==> src/rtl/barrier_pkg.sv <==
// Shared types and constants for the barrier spawn scheduler and its slots.
package barrier_pkg;

   localparam int unsigned COORD_W  = 10;
   localparam int unsigned SCREEN_W = 640;

   // One barrier slot: valid flag plus on-screen geometry.
   typedef struct packed {
      logic               valid;
      logic [COORD_W-1:0] x;
      logic [COORD_W-1:0] y;
      logic [COORD_W-1:0] height;
      logic [COORD_W-1:0] length;
   } barrier_t;

   localparam int unsigned BARRIER_W = $bits(barrier_t);

   typedef enum logic [1:0] {
      ST_IDLE,
      ST_LOAD,
      ST_WAIT,
      ST_CAPTURE
   } spawn_state_e;

   // Coordinate add that clamps at the largest representable value.
   function automatic logic [COORD_W-1:0] sat_add(input logic [COORD_W-1:0] a,
                                                  input logic [COORD_W-1:0] b);
      logic [COORD_W:0] sum;
      sum = {1'b0, a} + {1'b0, b};
      return sum[COORD_W] ? {COORD_W{1'b1}} : sum[COORD_W-1:0];
   endfunction

endpackage

==> src/rtl/barrier_slot.sv <==
// One barrier slot register with clear, capture-write and scroll/free logic.
module barrier_slot
   import barrier_pkg::*;
(
   input  logic                 Clk,
   input  logic                 Reset_N,
   input  logic                 clear,
   input  logic                 scroll_en,
   input  logic [3:0]           scroll_speed,
   input  logic                 wr_en,
   input  logic [BARRIER_W-1:0] wr_data,
   output logic                 valid,
   output logic [BARRIER_W-1:0] slot_nxt_c
);

   barrier_t slot_r;
   barrier_t slot_d;

   // Next slot value: clear beats capture, capture beats scroll.
   always_comb begin
      slot_d = slot_r;
      if (clear) begin
         slot_d = '0;
      end else if (wr_en) begin
         slot_d = barrier_t'(wr_data);
      end else if (scroll_en && slot_r.valid) begin
         if (slot_r.x >= COORD_W'(scroll_speed)) begin
            slot_d.x = slot_r.x - COORD_W'(scroll_speed);
         end else begin
            slot_d = '0;
         end
      end
   end

   // Slot storage.
   always_ff @(posedge Clk or negedge Reset_N) begin
      if (!Reset_N) begin
         slot_r <= '0;
      end else begin
         slot_r <= slot_d;
      end
   end

   assign valid      = slot_r.valid;
   assign slot_nxt_c = slot_d;

endmodule

==> src/rtl/barrier_spawn_scheduler.sv <==
// Barrier slot pool: paces spawns from the parameter generator and scrolls slots.
module barrier_spawn_scheduler
   import barrier_pkg::*;
#(
   parameter int unsigned NUM_SLOTS      = 4,
   parameter int unsigned SPAWN_INTERVAL = 90,
   parameter int unsigned GEN_LATENCY    = 2,
   parameter int unsigned SPAWN_X_OFFSET = 140
)(
   input  logic                         Clk,
   input  logic                         Reset_N,
   input  logic                         Enable,
   input  logic                         Clear,
   input  logic                         Frame_Tick,
   input  logic [3:0]                   Scroll_Speed,
   output logic                         Gen_Load,
   input  logic [9:0]                   Gen_X,
   input  logic [9:0]                   Gen_Y,
   input  logic [9:0]                   Gen_Height,
   input  logic [9:0]                   Gen_Length,
   input  logic [$clog2(NUM_SLOTS)-1:0] Rd_Slot,
   output logic                         Rd_Valid,
   output logic [9:0]                   Rd_X,
   output logic [9:0]                   Rd_Y,
   output logic [9:0]                   Rd_Height,
   output logic [9:0]                   Rd_Length,
   output logic [3:0]                   Active_Count,
   output logic                         Spawn_Pending
);

   localparam int unsigned SLOT_W = $clog2(NUM_SLOTS);
   localparam int unsigned CNT_W  = 8;
   localparam int unsigned LAT_W  = 3;
   localparam int unsigned ACT_W  = 4;

   spawn_state_e         state_q;
   spawn_state_e         state_d;
   logic [CNT_W-1:0]     frame_cnt_q;
   logic                 spawn_due_q;
   logic [LAT_W-1:0]     wait_cnt_q;
   logic                 gen_load_q;
   logic                 spawn_pending_q;
   barrier_t             rd_q;
   logic [ACT_W-1:0]     active_count_q;
   logic [ACT_W-1:0]     count_nxt;
   logic [NUM_SLOTS-1:0] valid_q;
   logic [NUM_SLOTS-1:0] valid_nxt;
   logic [BARRIER_W-1:0] slot_nxt [NUM_SLOTS];
   logic [SLOT_W-1:0]    free_idx;
   logic                 any_free;
   logic                 tick_en;
   logic                 interval_hit;
   logic                 capture_c;
   logic                 gen_load_nxt;
   barrier_t             cap_data;

   assign tick_en      = Frame_Tick && Enable;
   assign interval_hit = tick_en && (frame_cnt_q == CNT_W'(SPAWN_INTERVAL - 1));

   // Lowest-index free slot; it stays free until this scheduler writes it.
   always_comb begin
      free_idx = '0;
      any_free = 1'b0;
      for (int i = NUM_SLOTS - 1; i >= 0; i--) begin
         if (!valid_q[i]) begin
            free_idx = SLOT_W'(i);
            any_free = 1'b1;
         end
      end
   end

   // Captured parameters, X shifted to the right-hand spawn position.
   always_comb begin
      cap_data        = '0;
      cap_data.valid  = 1'b1;
      cap_data.x      = sat_add(Gen_X, COORD_W'(SPAWN_X_OFFSET));
      cap_data.y      = Gen_Y;
      cap_data.height = Gen_Height;
      cap_data.length = Gen_Length;
   end

   for (genvar g = 0; g < NUM_SLOTS; g++) begin : g_slot
      barrier_slot u_slot (
         .Clk          (Clk),
         .Reset_N      (Reset_N),
         .clear        (Clear),
         .scroll_en    (tick_en),
         .scroll_speed (Scroll_Speed),
         .wr_en        (capture_c && (free_idx == SLOT_W'(g))),
         .wr_data      (cap_data),
         .valid        (valid_q[g]),
         .slot_nxt_c   (slot_nxt[g])
      );
      assign valid_nxt[g] = slot_nxt[g][BARRIER_W-1];
   end

   // Spawn FSM state register.
   always_ff @(posedge Clk or negedge Reset_N) begin
      if (!Reset_N) begin
         state_q <= ST_IDLE;
      end else begin
         state_q <= state_d;
      end
   end

   // Spawn FSM next state; once launched a spawn runs to capture regardless of Enable.
   always_comb begin
      state_d = state_q;
      case (state_q)
         ST_IDLE:    if (spawn_due_q && any_free && Enable) state_d = ST_LOAD;
         ST_LOAD:    state_d = ST_WAIT;
         ST_WAIT:    if (wait_cnt_q == LAT_W'(GEN_LATENCY - 1)) state_d = ST_CAPTURE;
         ST_CAPTURE: state_d = ST_IDLE;
         default:    state_d = ST_IDLE;
      endcase
      if (Clear) state_d = ST_IDLE;
   end

   // Spawn FSM outputs.
   always_comb begin
      capture_c    = 1'b0;
      gen_load_nxt = 1'b0;
      if (state_q == ST_CAPTURE && !Clear) capture_c = 1'b1;
      if (state_d == ST_LOAD) gen_load_nxt = 1'b1;
   end

   // Active slot count after this edge's updates.
   always_comb begin
      count_nxt = '0;
      for (int i = 0; i < NUM_SLOTS; i++) begin
         count_nxt = count_nxt + ACT_W'(valid_nxt[i]);
      end
   end

   // Frame pacing, generator latency counter and registered outputs.
   always_ff @(posedge Clk or negedge Reset_N) begin
      if (!Reset_N) begin
         frame_cnt_q     <= '0;
         spawn_due_q     <= 1'b0;
         wait_cnt_q      <= '0;
         gen_load_q      <= 1'b0;
         spawn_pending_q <= 1'b0;
         rd_q            <= '0;
         active_count_q  <= '0;
      end else if (Clear) begin
         frame_cnt_q     <= '0;
         spawn_due_q     <= 1'b0;
         wait_cnt_q      <= '0;
         gen_load_q      <= 1'b0;
         spawn_pending_q <= 1'b0;
         rd_q            <= '0;
         active_count_q  <= '0;
      end else begin
         if (tick_en) begin
            frame_cnt_q <= interval_hit ? '0 : frame_cnt_q + CNT_W'(1);
         end
         if (capture_c) begin
            spawn_due_q <= 1'b0;
         end else if (interval_hit) begin
            spawn_due_q <= 1'b1;
         end
         wait_cnt_q      <= (state_q == ST_WAIT) ? wait_cnt_q + LAT_W'(1) : '0;
         gen_load_q      <= gen_load_nxt;
         spawn_pending_q <= spawn_due_q && !any_free;
         rd_q            <= barrier_t'(slot_nxt[Rd_Slot]);
         active_count_q  <= count_nxt;
      end
   end

   assign Gen_Load      = gen_load_q;
   assign Rd_Valid      = rd_q.valid;
   assign Rd_X          = rd_q.x;
   assign Rd_Y          = rd_q.y;
   assign Rd_Height     = rd_q.height;
   assign Rd_Length     = rd_q.length;
   assign Active_Count  = active_count_q;
   assign Spawn_Pending = spawn_pending_q;

endmodule

==> config.mk <==
export PLATFORM = sky130hd
export DESIGN_NAME = barrier_spawn_scheduler
export DESIGN_NICKNAME = d
export VERILOG_FILES = /design/src/rtl/barrier_pkg.sv /design/src/rtl/barrier_slot.sv /design/src/rtl/barrier_spawn_scheduler.sv
export SDC_FILE = /design/constraint.sdc
export NUM_CORES = 1
export LEC_CHECK = 0
export ABC_AREA = 1
export BUFFER_PORTS_ARGS = -buffer_cell sky130_fd_sc_hd__buf_2
export CAP_MARGIN = 20
export CORE_MARGIN = 2
export CORE_UTILIZATION = 68
export CTS_BUF_LIST = sky130_fd_sc_hd__clkbuf_2 sky130_fd_sc_hd__clkbuf_4 sky130_fd_sc_hd__clkbuf_8
export DETAILED_ROUTE_END_ITERATION = 8
export PLACE_DENSITY_LB_ADDON = 0.12
export RECOVER_POWER = 25
export SETUP_SLACK_MARGIN = 0.5
export SLEW_MARGIN = 10
export SYNTH_ARGS = -nofsm -noshare
export SYNTH_HDL_FRONTEND = slang
export SYNTH_SLANG_ARGS = --single-unit
export TNS_END_PERCENT = 50
==> constraint.sdc <==
create_clock -name Clk -period 4.6 [get_ports Clk]
set_input_delay 0.23 -clock Clk [delete_from_list [all_inputs] [get_ports Clk]]
set_output_delay 0.23 -clock Clk [all_outputs]
set_load 0.005 [all_outputs]
Word level (Yosys, flattened, before mapping)
Index checks and enable logic that the tools add are counted.
- word-level logic and storage cells: 131
- bits of input ports: 51
- output and inout bits: 47
- bits in registers: 225
- equality and inequality tests: 9
- add/subtract/negate cells: 10
- reduce and logical (&&, ||, !) cells: 20
- muxes and demuxes: 54
- $lt $le $gt $ge: 5
- bitwise logic cells: 1
- operator list (kind ; count):
    41-bit two-way mux ; 15
    30-bit two-way mux ; 4
    41-bit binary-select mux with 2-bit select ; 1
    10-bit two-way mux ; 5
    10-bit by 4-bit >= comparator with 1-bit output ; 4
    10-bit by 4-bit subtractor with 10-bit output ; 4
    8-bit two-way mux ; 3
    1-bit two-way mux ; 15
    1-bit logical AND ; 14
    2-bit two-way mux ; 7
    10-bit by 8-bit adder with 11-bit output, second input constant ; 1
    8-bit by 1-bit adder with 8-bit output, second input constant ; 1
    2-bit == test, second input constant ; 4
    8-bit by 7-bit == test with 1-bit output, second input constant ; 1
    2-bit case mux with 4 select lines ; 1
    2-bit by 1-bit == test with 1-bit output, second input constant ; 3
    3-bit two-way mux ; 2
    3-bit by 1-bit adder with 4-bit output ; 1
    2-bit zero test ; 2
    4-bit two-way mux ; 1
    2-bit by 1-bit adder with 3-bit output ; 1
    3-bit by 1-bit adder with 3-bit output, second input constant ; 1
    3-bit by 1-bit == test with 1-bit output, second input constant ; 1
    3-bit >= comparator, second input constant ; 1
    other kinds (5) ; 6

Logic depth before layout (Yosys ltp)
- depth in word-level cells: 12
- depth in mapped cells: 20
- gate-level depth less buffers: 19

Hierarchy
A second synthesis with hierarchy kept.
- cells, all modules: 1548
- area, all modules: 12079.1 sq um
- modules (own cells, without submodules) (module ; sequential area each (sq um) ; times used ; cells each ; area an instance (sq um)):
    barrier_slot at g_slot[0].u_slot ... ; 1026.0 ; 2 ; 251 ; 2080.7
    barrier_slot at g_slot[2].u_slot ... ; 1026.0 ; 2 ; 252 ; 2080.7
    barrier_spawn_scheduler ; 1501.4 ; 1 ; 542 ; 3756.1

Worst setup path before layout
No wires, ideal clock.
- kind: register -> register
- start point: register g_slot[1].u_slot.slot_r[30] (netlist name)
- end point: register active_count_q[1] (netlist: Active_Count[1])
- path buffers: 1
- path slack: 1.745 ns
- setup time: 0.132 ns
- stages on the path, launching flop included: 21
- arrival time: 2.723 ns
- clock period less this slack: 2.855 ns
- data required time: 4.468 ns
- path through: dfrtp_1 inv_1 ha_1 inv_1 fa_1 nand2_1 nand2_1 nand2_1 nand2_1 nor2_4 nand2_2 buf_6 nand3_1 nand2_1 xor2_1 inv_1 ha_1 ha_1 ha_1 inv_1 nor2_1
- cells in the longest elaborated chain, start to end: 9
- ends and longest elaborated chain (element ; line ; RTL):
    start: declaration ; barrier_slot.sv:16 ; barrier_t slot_r;
    start signal: assignment ; barrier_slot.sv:40 ; slot_r <= slot_d;
    10-bit by 4-bit >= comparator with 1-bit output ; barrier_slot.sv:27 ; if (slot_r.x >= COORD_W'(scroll_speed)) begin
    1-bit two-way mux ; barrier_slot.sv:27 ;
    41-bit two-way mux ; barrier_slot.sv:26 ; end else if (scroll_en && slot_r.valid) begin
    41-bit two-way mux ; barrier_slot.sv:24 ; end else if (wr_en) begin
    41-bit two-way mux ; barrier_slot.sv:22 ; if (clear) begin
    named net g_slot[1].u_slot.slot_nxt_c[40] ; barrier_slot.sv:13 ; output logic [BARRIER_W-1:0] slot_nxt_c
    1-bit by 1-bit adder with 2-bit output ; barrier_spawn_scheduler.sv:131 ; count_nxt = count_nxt + ACT_W'(valid_nxt[i]);
    2-bit by 1-bit adder with 3-bit output ; barrier_spawn_scheduler.sv:131 ;
    3-bit by 1-bit adder with 4-bit output ; barrier_spawn_scheduler.sv:131 ;
    4-bit two-way mux ; barrier_spawn_scheduler.sv:145 ; end else if (Clear) begin
    end signal: assignment ; barrier_spawn_scheduler.sv:166 ; active_count_q <= count_nxt;
    end: declaration ; barrier_spawn_scheduler.sv:44 ; logic [ACT_W-1:0] active_count_q;
The timed path passes the listed nets, and every way through them passes these cells.
A chain may end at the register's enable or synchronous reset.

Worst setup path in the final report
Same ends and word-level chain as after synthesis.

==> flow_metrics.tcl <==
set metrics [dict create \
    status "finished, violations left" \
    violations "max-capacitance violations, max-slew violations" \
    netlist.area_leader.share_pct 41.75 \
    cts_buffers 38 \
    synthAdderAreaFrac_pct 3.113 \
    synth_area_sq_um 13430 \
    worstPathRequired_ns 5.00 \
    drc 0 \
    drive_gt1_share_pct 12.54 \
    place.gp.congestion 0.9401 \
    core_area_sq_um 19400 \
    syn_to_final_growth_pct 9.878 \
    synth_area_per_cell_sq_um 7.156 \
    crit_fanout 4 \
    final-hold-violation-count 0 \
    place_hpwl_mm 21.60 \
    ys_types 46 \
    clkSinkCount 224 \
    finClkSkew_ns 0.01948 \
    setup_ws_ns 1.517 \
    synth_seq_area_share_pct 41.75 \
    routed_wl_mm 35.58 \
    antenna_found_initial 0 \
    crit_path_end_kind "register" \
    syn_nets 1958 \
    synth_area_leaders "dfrtp_1 42%, nand2_1 16%, nor2_1 6.5%" \
    ys_ff_latch 224 \
    routedWlPerCell_um 15.92 \
    rows 51 \
    syn-instance-count 1876 \
    num_vias 12347 \
    cts_resized 0 \
    drv_slew 107 \
    power.density_nw_per_um2 292.7 \
    root_buffer "clkbuf_8" \
    drt_first_iter_violations 1023 \
    placed_cells 2155 \
    fin_nets 2034 \
    path_class "register to register" \
    maxCapViolCount 1 \
    yosysWarnings 0 \
    synth_area_leader_cell "dfrtp_1" \
    setup-tns-final_ns 0 \
    min_period_ns 3.083 \
    crit_path_start_kind "register" \
    synth-async-reset-ratio_pct 100.0 \
    drt_first_pass_iters 6 \
    vdd_drop_max_uv 273.9 \
    synthSimpleGateAreaFrac_pct 35.43 \
    synth_top_family_by_area "simple AND/OR/NAND/NOR gates" \
    finalNonFillerCells 2234 \
    clk_latency_ns 0.55 \
    synth-xor-area-share_pct 0.4567 \
    worst_pin_slew_ns 2.759 \
    rsz0062_at_grt "no" \
    muxShareOfSynthArea_pct 0 \
    setup_viol 0 \
    die_h_um 144.5 \
    cp.arrival_ns 3.48 \
    vias_per_cell 5.527 \
    grt_max_degree 119 \
    dieArea_sq_um 20880 \
    reg2reg_setup_slack_ns 1.52 \
    grt_pass1_vias 11474 \
    grt_pass1_wl_mm 56.70 \
    place_ws_ns 1.471 \
    max_freq_mhz 324.3 \
    clockBufferDepth 3 \
    overflow 0 \
    placed_area_sq_um 13850 \
    cts_tree "built" \
    n_antenna_cell 0 \
    grt_use_total_pct 34.72 \
    slew_headroom_pct -83.94 \
    path_clk_slew_ns 0.06 \
    final_area_sq_um 14750 \
    antenna_left 0 \
    die_w_um 144.5 \
    synth_edf_count 0 \
    synth_compound_area_share_pct 8.173 \
    start_util_pct 69.21 \
    leakagePower_uw 0.009356 \
    io_buffers 96 \
    htreeDepth 2 \
    fin_util_pct 76.04 \
    hp-class "input pin to register" \
    fin_crit_sh_pct 67.03 \
    synthFlopType "dfrtp_1" \
    num_io_pins 98 \
]
-- area by class of cell --
cell class | instances | area (sq um)
timing repair buffer | 129 | 788.3
inverter | 259 | 978.4
multi-input combinational | 1300 | 6345
fill | 1533 | 4647
clock inverter | 4 | 30.03
tap | 265 | 331.6
sequential | 224 | 5605
clock buffer | 53 | 673.1
-- per-stage QoR --
step	power [uW]	hold WS [ns]
2_1_floorplan	2383	-0.06559
3_3_place_gp	2569	0.3493
3_5_place_dp	2579	0.3544
4_1_cts	4331	0.002274
5_1_grt	4494	0.005056
6_report	4318	0.008007
-- synth_stat cells (2+ instances only) --
cell      number
inv_1        223
nor2_1       233
nand2_4        2
xnor2_1        2
ha_1          27
nand3b_1      66
nand2_2        4
a31oi_1        3
fa_1           4
nor4_1         3
o21a_1         3
nand3_2        3
nand3_1      153
o21ai_0       19
a21oi_1       74
xor2_1         5
dfrtp_1      224
or2_2          3
o21ai_1       31
nor2_2         4
nor2_8         3
o21bai_1       2
nand4_1       14
nor2_4         2
nand2_1      579
buf_1         12
clkbuf_1      22
inv_2         34
nor3b_1        2
nor3_1         6
buf_2         39
buf_6         10
and2_1        12
o211ai_2      27
o211ai_1       7
buf_4          9
-- registers in the layout, indices dropped and copies added, names as in the netlist, 2 cells and up --
register	count
Rd_Y	10
Rd_Length	10
wait_cnt_q	3
g_slot.u_slot.slot_r	160
Active_Count	3
Rd_X	10
g_slot.u_slot.valid	4
Rd_Height	10
state_q	2
frame_cnt_q	8
-- worst max-delay path: stages (launching register included) --
cell     delay [ns]
dfrtp_1        0.36
inv_1          0.07
ha_1           0.19
inv_1          0.07
fa_1           0.41
nand2_1        0.10
nand2_1        0.05
nand2_1        0.05
nand2_1        0.11
nor2_4         0.14
nand2_2        0.08
nand3_1        0.08
nand2_1        0.13
xor2_1         0.18
inv_1          0.06
ha_1           0.29
ha_1           0.20
ha_1           0.29
inv_1          0.06
nor2_1         0.03
-- logic make-up after synthesis --
group                    count (synthesis)
AO/OA/AOI/OAI                          170
XOR/XNOR                                 7
adder cells (fa/ha/maj)                 31
buffers and inverters                  352
flip-flops                             224
other                                    1
AND/OR/NAND/NOR                       1091
-- final timing paths --
path / start / end / depth (start not counted)
worst max-delay path: g_slot[1].u_slot.slot_r[30] / Active_Count[1] / 19
worst min-delay path: Gen_Height[3] / g_slot[3].u_slot.slot_r[13] / 3
worst max register to register: g_slot[1].u_slot.slot_r[30] / Active_Count[1] / 19
worst min register to register: wait_cnt_q[0] / wait_cnt_q[0] / 1
max in group asynchronous: Reset_N / g_slot[0].u_slot.slot_r[28] / 2
min in group asynchronous: Reset_N / Rd_Length[8] / 2
-- metal layers --
metal | routed length, um | vias to the layer above | global-route usage, %
li1 | - | 5993 | -
met1 | 14930 | 5740 | 46.45
met3 | 2842 | 101 | 5.762
met2 | 16430 | 513 | 56.07
met4 | 1371 | 0 | 15.43
met5 | 0 | - | 0
-- power by group --
group / leakage (uW) / total (uW) / switching, uW / internal [uW]
registers: 0.00308 / 2050 / 27.4 / 2030
logic: 0.00589 / 514 / 351 / 164
clock network: 0.000376 / 1750 / 813 / 936
-- layout by cell type, fill, tap and decap left out, types with 3 or more instances in the layout --
cell type	Yosys	layout
and2_1	12	12
nand4_1	14	14
nand3_2	3	4
nand3_1	153	152
nand3b_1	66	66
nor4_1	3	3
o21ai_0	19	19
xor2_1	5	5
nor2_1	233	233
clkbuf_8	0	44
clkinv_2	0	3
buf_2	39	89
a31oi_1	3	3
nor3_1	6	6
dfrtp_1	224	224
nor2_8	3	3
inv_2	34	33
nor2_2	4	4
o21a_1	3	3
fa_1	4	4
a21oi_1	74	74
or2_2	3	3
clkbuf_1	22	6
clkbuf_4	0	9
inv_1	223	222
dlygate4sd3_1	0	22
ha_1	27	27
o21ai_1	31	31
o211ai_1	7	7
buf_4	9	10
nand2_2	4	5
nand2_1	579	578
o211ai_2	27	27
-- repair_timing --
action,in CTS,in global routing
endpoints found under the hold margin,127,0
setup buffers,0,0
hold buffers,22,0
Note: power is estimated with default switching activity, not from simulation.
